==> src/rtl/if_fetch.sv <==
// Instruction fetch: PC + one-word mem request/done handshake feeding IF/ID; if_valid one edge after mem_done.
// Backpressure: stall_in holds the presented word and withholds the next request; rdy=0 freezes everything.
module if_fetch #(
    parameter int                ADDR_W   = 32,
    parameter int                INST_W   = 32,
    parameter logic [ADDR_W-1:0] RESET_PC = '0
) (
    input  logic              clk,
    input  logic              rst,
    input  logic              rdy,
    input  logic              stall_in,
    input  logic              br_taken,
    input  logic [ADDR_W-1:0] br_target,
    output logic              mem_req,
    output logic [ADDR_W-1:0] mem_addr,
    input  logic              mem_done,
    input  logic [INST_W-1:0] mem_data,
    output logic [ADDR_W-1:0] if_pc,
    output logic [INST_W-1:0] if_inst,
    output logic              if_valid
);

    typedef enum logic [1:0] {
        S_IDLE,
        S_WAIT,
        S_HOLD,
        S_DROP
    } state_t;

    state_t            state, state_n;
    logic [ADDR_W-1:0] pc, pc_n;
    logic              req_n;
    logic [ADDR_W-1:0] addr_n;
    logic [ADDR_W-1:0] ipc_n;
    logic [INST_W-1:0] inst_n;
    logic              vld_n;
    logic [ADDR_W-1:0] br_pc;

    logic unused_br_lsb;
    assign unused_br_lsb = ^br_target[1:0];

    assign br_pc = {br_target[ADDR_W-1:2], 2'b00};

    always_ff @(posedge clk or negedge rst) begin
        if (!rst) begin
            state    <= S_IDLE;
            pc       <= RESET_PC;
            mem_req  <= 1'b0;
            mem_addr <= '0;
            if_pc    <= '0;
            if_inst  <= '0;
            if_valid <= 1'b0;
        end else begin
            state    <= state_n;
            pc       <= pc_n;
            mem_req  <= req_n;
            mem_addr <= addr_n;
            if_pc    <= ipc_n;
            if_inst  <= inst_n;
            if_valid <= vld_n;
        end
    end

    always_comb begin
        state_n = state;
        pc_n    = pc;
        req_n   = mem_req;
        addr_n  = mem_addr;
        ipc_n   = if_pc;
        inst_n  = if_inst;
        vld_n   = if_valid;

        if (rdy) begin
            if (br_taken) begin
                pc_n  = br_pc;
                vld_n = 1'b0;
                case (state)
                    S_WAIT: begin
                        // an outstanding request must run to mem_done before it can be dropped
                        if (mem_done) begin
                            req_n   = 1'b0;
                            state_n = S_IDLE;
                        end else begin
                            state_n = S_DROP;
                        end
                    end
                    S_DROP:  state_n = S_DROP;
                    default: state_n = S_IDLE;
                endcase
            end else begin
                case (state)
                    S_IDLE: begin
                        req_n   = 1'b1;
                        addr_n  = pc;
                        state_n = S_WAIT;
                    end
                    S_WAIT: begin
                        if (mem_done) begin
                            inst_n  = mem_data;
                            ipc_n   = pc;
                            vld_n   = 1'b1;
                            pc_n    = pc + ADDR_W'(4);
                            req_n   = 1'b0;
                            state_n = S_HOLD;
                        end
                    end
                    S_HOLD: begin
                        if (!stall_in) begin
                            vld_n   = 1'b0;
                            req_n   = 1'b1;
                            addr_n  = pc;
                            state_n = S_WAIT;
                        end
                    end
                    S_DROP: begin
                        if (mem_done) begin
                            req_n   = 1'b0;
                            state_n = S_IDLE;
                        end
                    end
                    default: state_n = S_IDLE;
                endcase
            end
        end
    end

endmodule

==> config.mk <==
export PLATFORM = sky130hd
export DESIGN_NAME = if_fetch
export DESIGN_NICKNAME = d
export VERILOG_FILES = /design/src/rtl/if_fetch.sv
export SDC_FILE = /design/constraint.sdc
export NUM_CORES = 1
export LEC_CHECK = 0
export BUFFER_PORTS_ARGS = -buffer_cell sky130_fd_sc_hd__buf_2
export CORE_MARGIN = 2
export CORE_UTILIZATION = 35
export CTS_BUF_LIST = sky130_fd_sc_hd__clkbuf_2
export DETAILED_ROUTE_END_ITERATION = 10
export RECOVER_POWER = 50
export SETUP_SLACK_MARGIN = 0.4
export SYNTH_ARGS = -nofsm -noshare
export SYNTH_HDL_FRONTEND = slang
export SYNTH_SLANG_ARGS = --single-unit
==> constraint.sdc <==
create_clock -name clk -period 1.84 [get_ports clk]
set_input_delay 0.184 -clock clk [delete_from_list [all_inputs] [get_ports clk]]
set_output_delay 0.184 -clock clk [all_outputs]
set_load 0.02 [all_outputs]
==> flow_metrics.py <==
metrics = {
    "power": {
        "vdd_drop_max_uv": 704.4,
        "power.leakage_uw": 0.005457,
        "powerDensity_mw_per_mm2": 1119,
    },
    "floorplanning": {
        "dieArea_mm2": 0.01732,
        "io_pins": 168,
        "die_w_um": 131.6,
        "coreArea_mm2": 0.01589,
        "die_y_um": 131.6,
        "start_util": 0.3588,
        "fp-row-count": 46,
    },
    "timing": {
        "drv_slew": 0,
        "timing.hold.ws_ns": 0.2325,
        "fmax_ghz": 0.5539,
        "tightestPinTransition_ns": 0.7673,
        "period_needed_ns": 1.806,
        "relSlewSlack": 0.4885,
        "fin_crit_sh": 0.9813,
        "grt_setup_unrepaired": "true",
        "finalWorstSetupSlack_ns": 0.03449,
        "hold_viol_final": 0,
        "clock_skew_ns": 0.03180,
        "setup_viol": 0,
    },
    "critical_path": {
        "crit_chain": "buf_6 -> buf_4 -> nand3_4 -> nor4_4 -> and2b_2 -> buf_6 -> and3_4 -> nor3_1",
        "timing.critical_path.buf_inv": 3,
        "rrSetupSlack_ns": 0.03,
        "path_delay_family": "simple AND/OR/NAND/NOR gates",
        "path_max_fanout": 3,
        "crit_path_frequent_cell": "buf_6",
        "startpoint_type": "flip-flop",
        "crit_slowest_cell": "dfrtp_1",
        "worstPathArrival_ns": 2.43,
        "max_stage_delay_ns": 0.47,
        "critPathRequiredTime_ns": 2.46,
        "critPathCaptureType": "flip-flop",
        "timing_worst_setup_path_type": "reg -> reg",
    },
    "synth": {
        "avgSynthCellArea_um2": 9.530,
        "syn_inst": 598,
        "syn_area_mm2": 0.005699,
        "synth-edff-count": 0,
        "yosysSeqAreaShare": 0.5532,
        "synthFlopType": "dfrtp_1",
        "synth_area_leaders": "dfrtp_1 (55%), nand2_1 (14%), mux2_2 (6.1%)",
        "yosys_register_bits": 126,
        "synth_top_cell_by_area": "dfrtp_1",
        "synthTopCellsByCount": "nand2_1 (208), dfrtp_1 (126), mux2_2 (31), buf_2 (25), nor3_1 (23)",
        "ys_types": 51,
        "yosys_warnings": 0,
        "synth-async-reset-ratio": 1.000,
        "yosysTopAreaCellShare": 0.5532,
        "yosysMostFrequentCell": "nand2_1",
    },
    "place": {
        "hpwl_um": 11650,
        "finalWeightedCongestion": 0.8615,
        "placed_cells": 976,
        "place_area_mm2": 0.006995,
        "port_buffers": 161,
        "pre_cts_ws_ns": 0.09790,
    },
    "grt": {
        "grt_usage": 0.2237,
        "grt_antenna_before_repair": 1,
        "grt_overflow": 0,
        "grt_pass1_vias": 5885,
        "grt-busiest-layer": "met2",
        "met3_usage": 0.06019,
        "grtUsageMet2": 0.3842,
        "grt_pass1_wl_um": 30830,
        "met1_usage": 0.2703,
        "grt_max_degree": 52,
    },
    "final_layout": {
        "fillers": 1119,
        "stdcell_area_mm2": 0.01069,
        "fin_cells": 1175,
        "drive_above_1_share": 0.5835,
        "num-nets-final": 1018,
        "finish.utilization": 0.6729,
        "syn2layout_area_growth_pct": 87.55,
    },
    "clocking": {
        "cts_buffers": 17,
        "clkSinkCount": 126,
        "clk_transition_reported_paths_ns": 0.20,
        "htree_levels": 4,
        "clk_latency_ns": 0.71,
        "cts_max_path_buffers": 2,
        "cts_tree": "yes",
        "root_buffer": "clkbuf_2",
    },
    "route": {
        "drc": 0,
        "dr_total_vias": 6138,
        "routed_wl_um": 23760,
        "wl_per_cell_um": 20.22,
        "ant_nets": 0,
        "viasPerCell": 5.224,
        "drtPass1Iterations": 5,
        "first_iter_violations": 371,
    },
    "hold_path": {
        "worstHoldPathType": "in -> reg",
    },
    "run_status": {
        "outcome": "finished clean",
    },
    "run": {
        "drv_cap": 0,
    },
}
[report_power, final]
| part | leakage (µW) | switching (µW) | internal [µW] |
|---|---|---|---|
| Sequential | 0.00162 | 825 | 3570 |
| Clock | 0.000132 | 1020 | 601 |
| Combinational | 0.00370 | 2740 | 3200 |
[flip-flops by register name, summed over array words and instances (netlist names)]
signal and flops:
state 2, if_valid 1, mem_req 1, pc 30
if_pc 30, if_inst 32, mem_addr 30
[layer usage]
metal  vias up  share of wire
met4         0          0.035
met2       311           0.50
met1      3032           0.40
met5         -              0
met3        62          0.063
li1       2733              -
[cell type report]
cell class	count	area, µm²	area share
repair buffers	371	3585	0.3354
multi-input cells	427	3452	0.3230
flip-flops and latches	126	3164	0.2960
well taps	216	270.3	0.02528
clock buffers	20	100.1	0.009364
clock inverters	10	98.84	0.009247
inverters	4	16.27	0.001522
diodes	1	2.502	0.0002341
[final timing paths]
check | start | endpoint | cells after the start
worst max-delay path | pc[2]$_DFFE_PN0P_ | pc[27]$_DFFE_PN0P_ | 8
worst min-delay path | mem_data[21] | if_inst[21]$_DFFE_PN0P_ | 4
worst max register to register | pc[2]$_DFFE_PN0P_ | pc[27]$_DFFE_PN0P_ | 8
worst min register to register | if_pc[23]$_DFFE_PN0P_ | if_pc[23]$_DFFE_PN0P_ | 2
max in group asynchronous | rst | pc[24]$_DFFE_PN0P_ | 4
min in group asynchronous | rst | if_inst[17]$_DFFE_PN0P_ | 3
[through the flow]
| stage | TNS (ns) | power, µW |
|---|---|---|
| after floorplan | 0 | 6188 |
| after global placement | 0 | 7392 |
| after detailed placement | 0 | 7498 |
| after CTS | 0 | 10530 |
| after global routing | -0.2659 | 12540 |
| final | 0 | 11960 |
[timing repair]
action | 4_1_cts | 5_1_grt
hold buffers | 68 | 0
endpoints found under the hold margin | 192 | 0
gates resized for setup | 217 | 319
cloned | 3 | 14
pin swaps | 11 | 146
setup buffers | 39 | 44
setup endpoints to repair | 207 | 214
[cells in the final DEF (no fill, tap or decap), drive strengths merged, types with 17 or more instances in the layout]
| cell | count |
|---|---|
| nand2 | 209 |
| a21oi | 17 |
| nor3 | 24 |
| clkbuf | 36 |
| mux2 | 31 |
| nor2 | 18 |
| o21ai | 20 |
| dfrtp | 126 |
| buf | 287 |
| dlygate4sd3 | 68 |
| o22ai | 18 |
[cell families (layout without fill, tap and decap cells)]
group / Yosys count / in the layout / synth area share
multiplexers: 35 / 35 / 0.06828
AO/OA/AOI/OAI: 81 / 81 / 0.09045
other: 1 / 5 / 0.0006580
flip-flops: 126 / 126 / 0.5532
buffers and inverters: 49 / 405 / 0.04193
adder cells (fa/ha/maj): 1 / 1 / 0.002195
AND/OR/NAND/NOR: 305 / 306 / 0.2432
[tightest hold or removal path, cell delays in order]
cell and delay (ns):
dlygate4sd3_1 0.52, buf_2 0.11, nand2_2 0.04, nand2_1 0.05
Note: power is estimated with default switching activity, not from simulation.
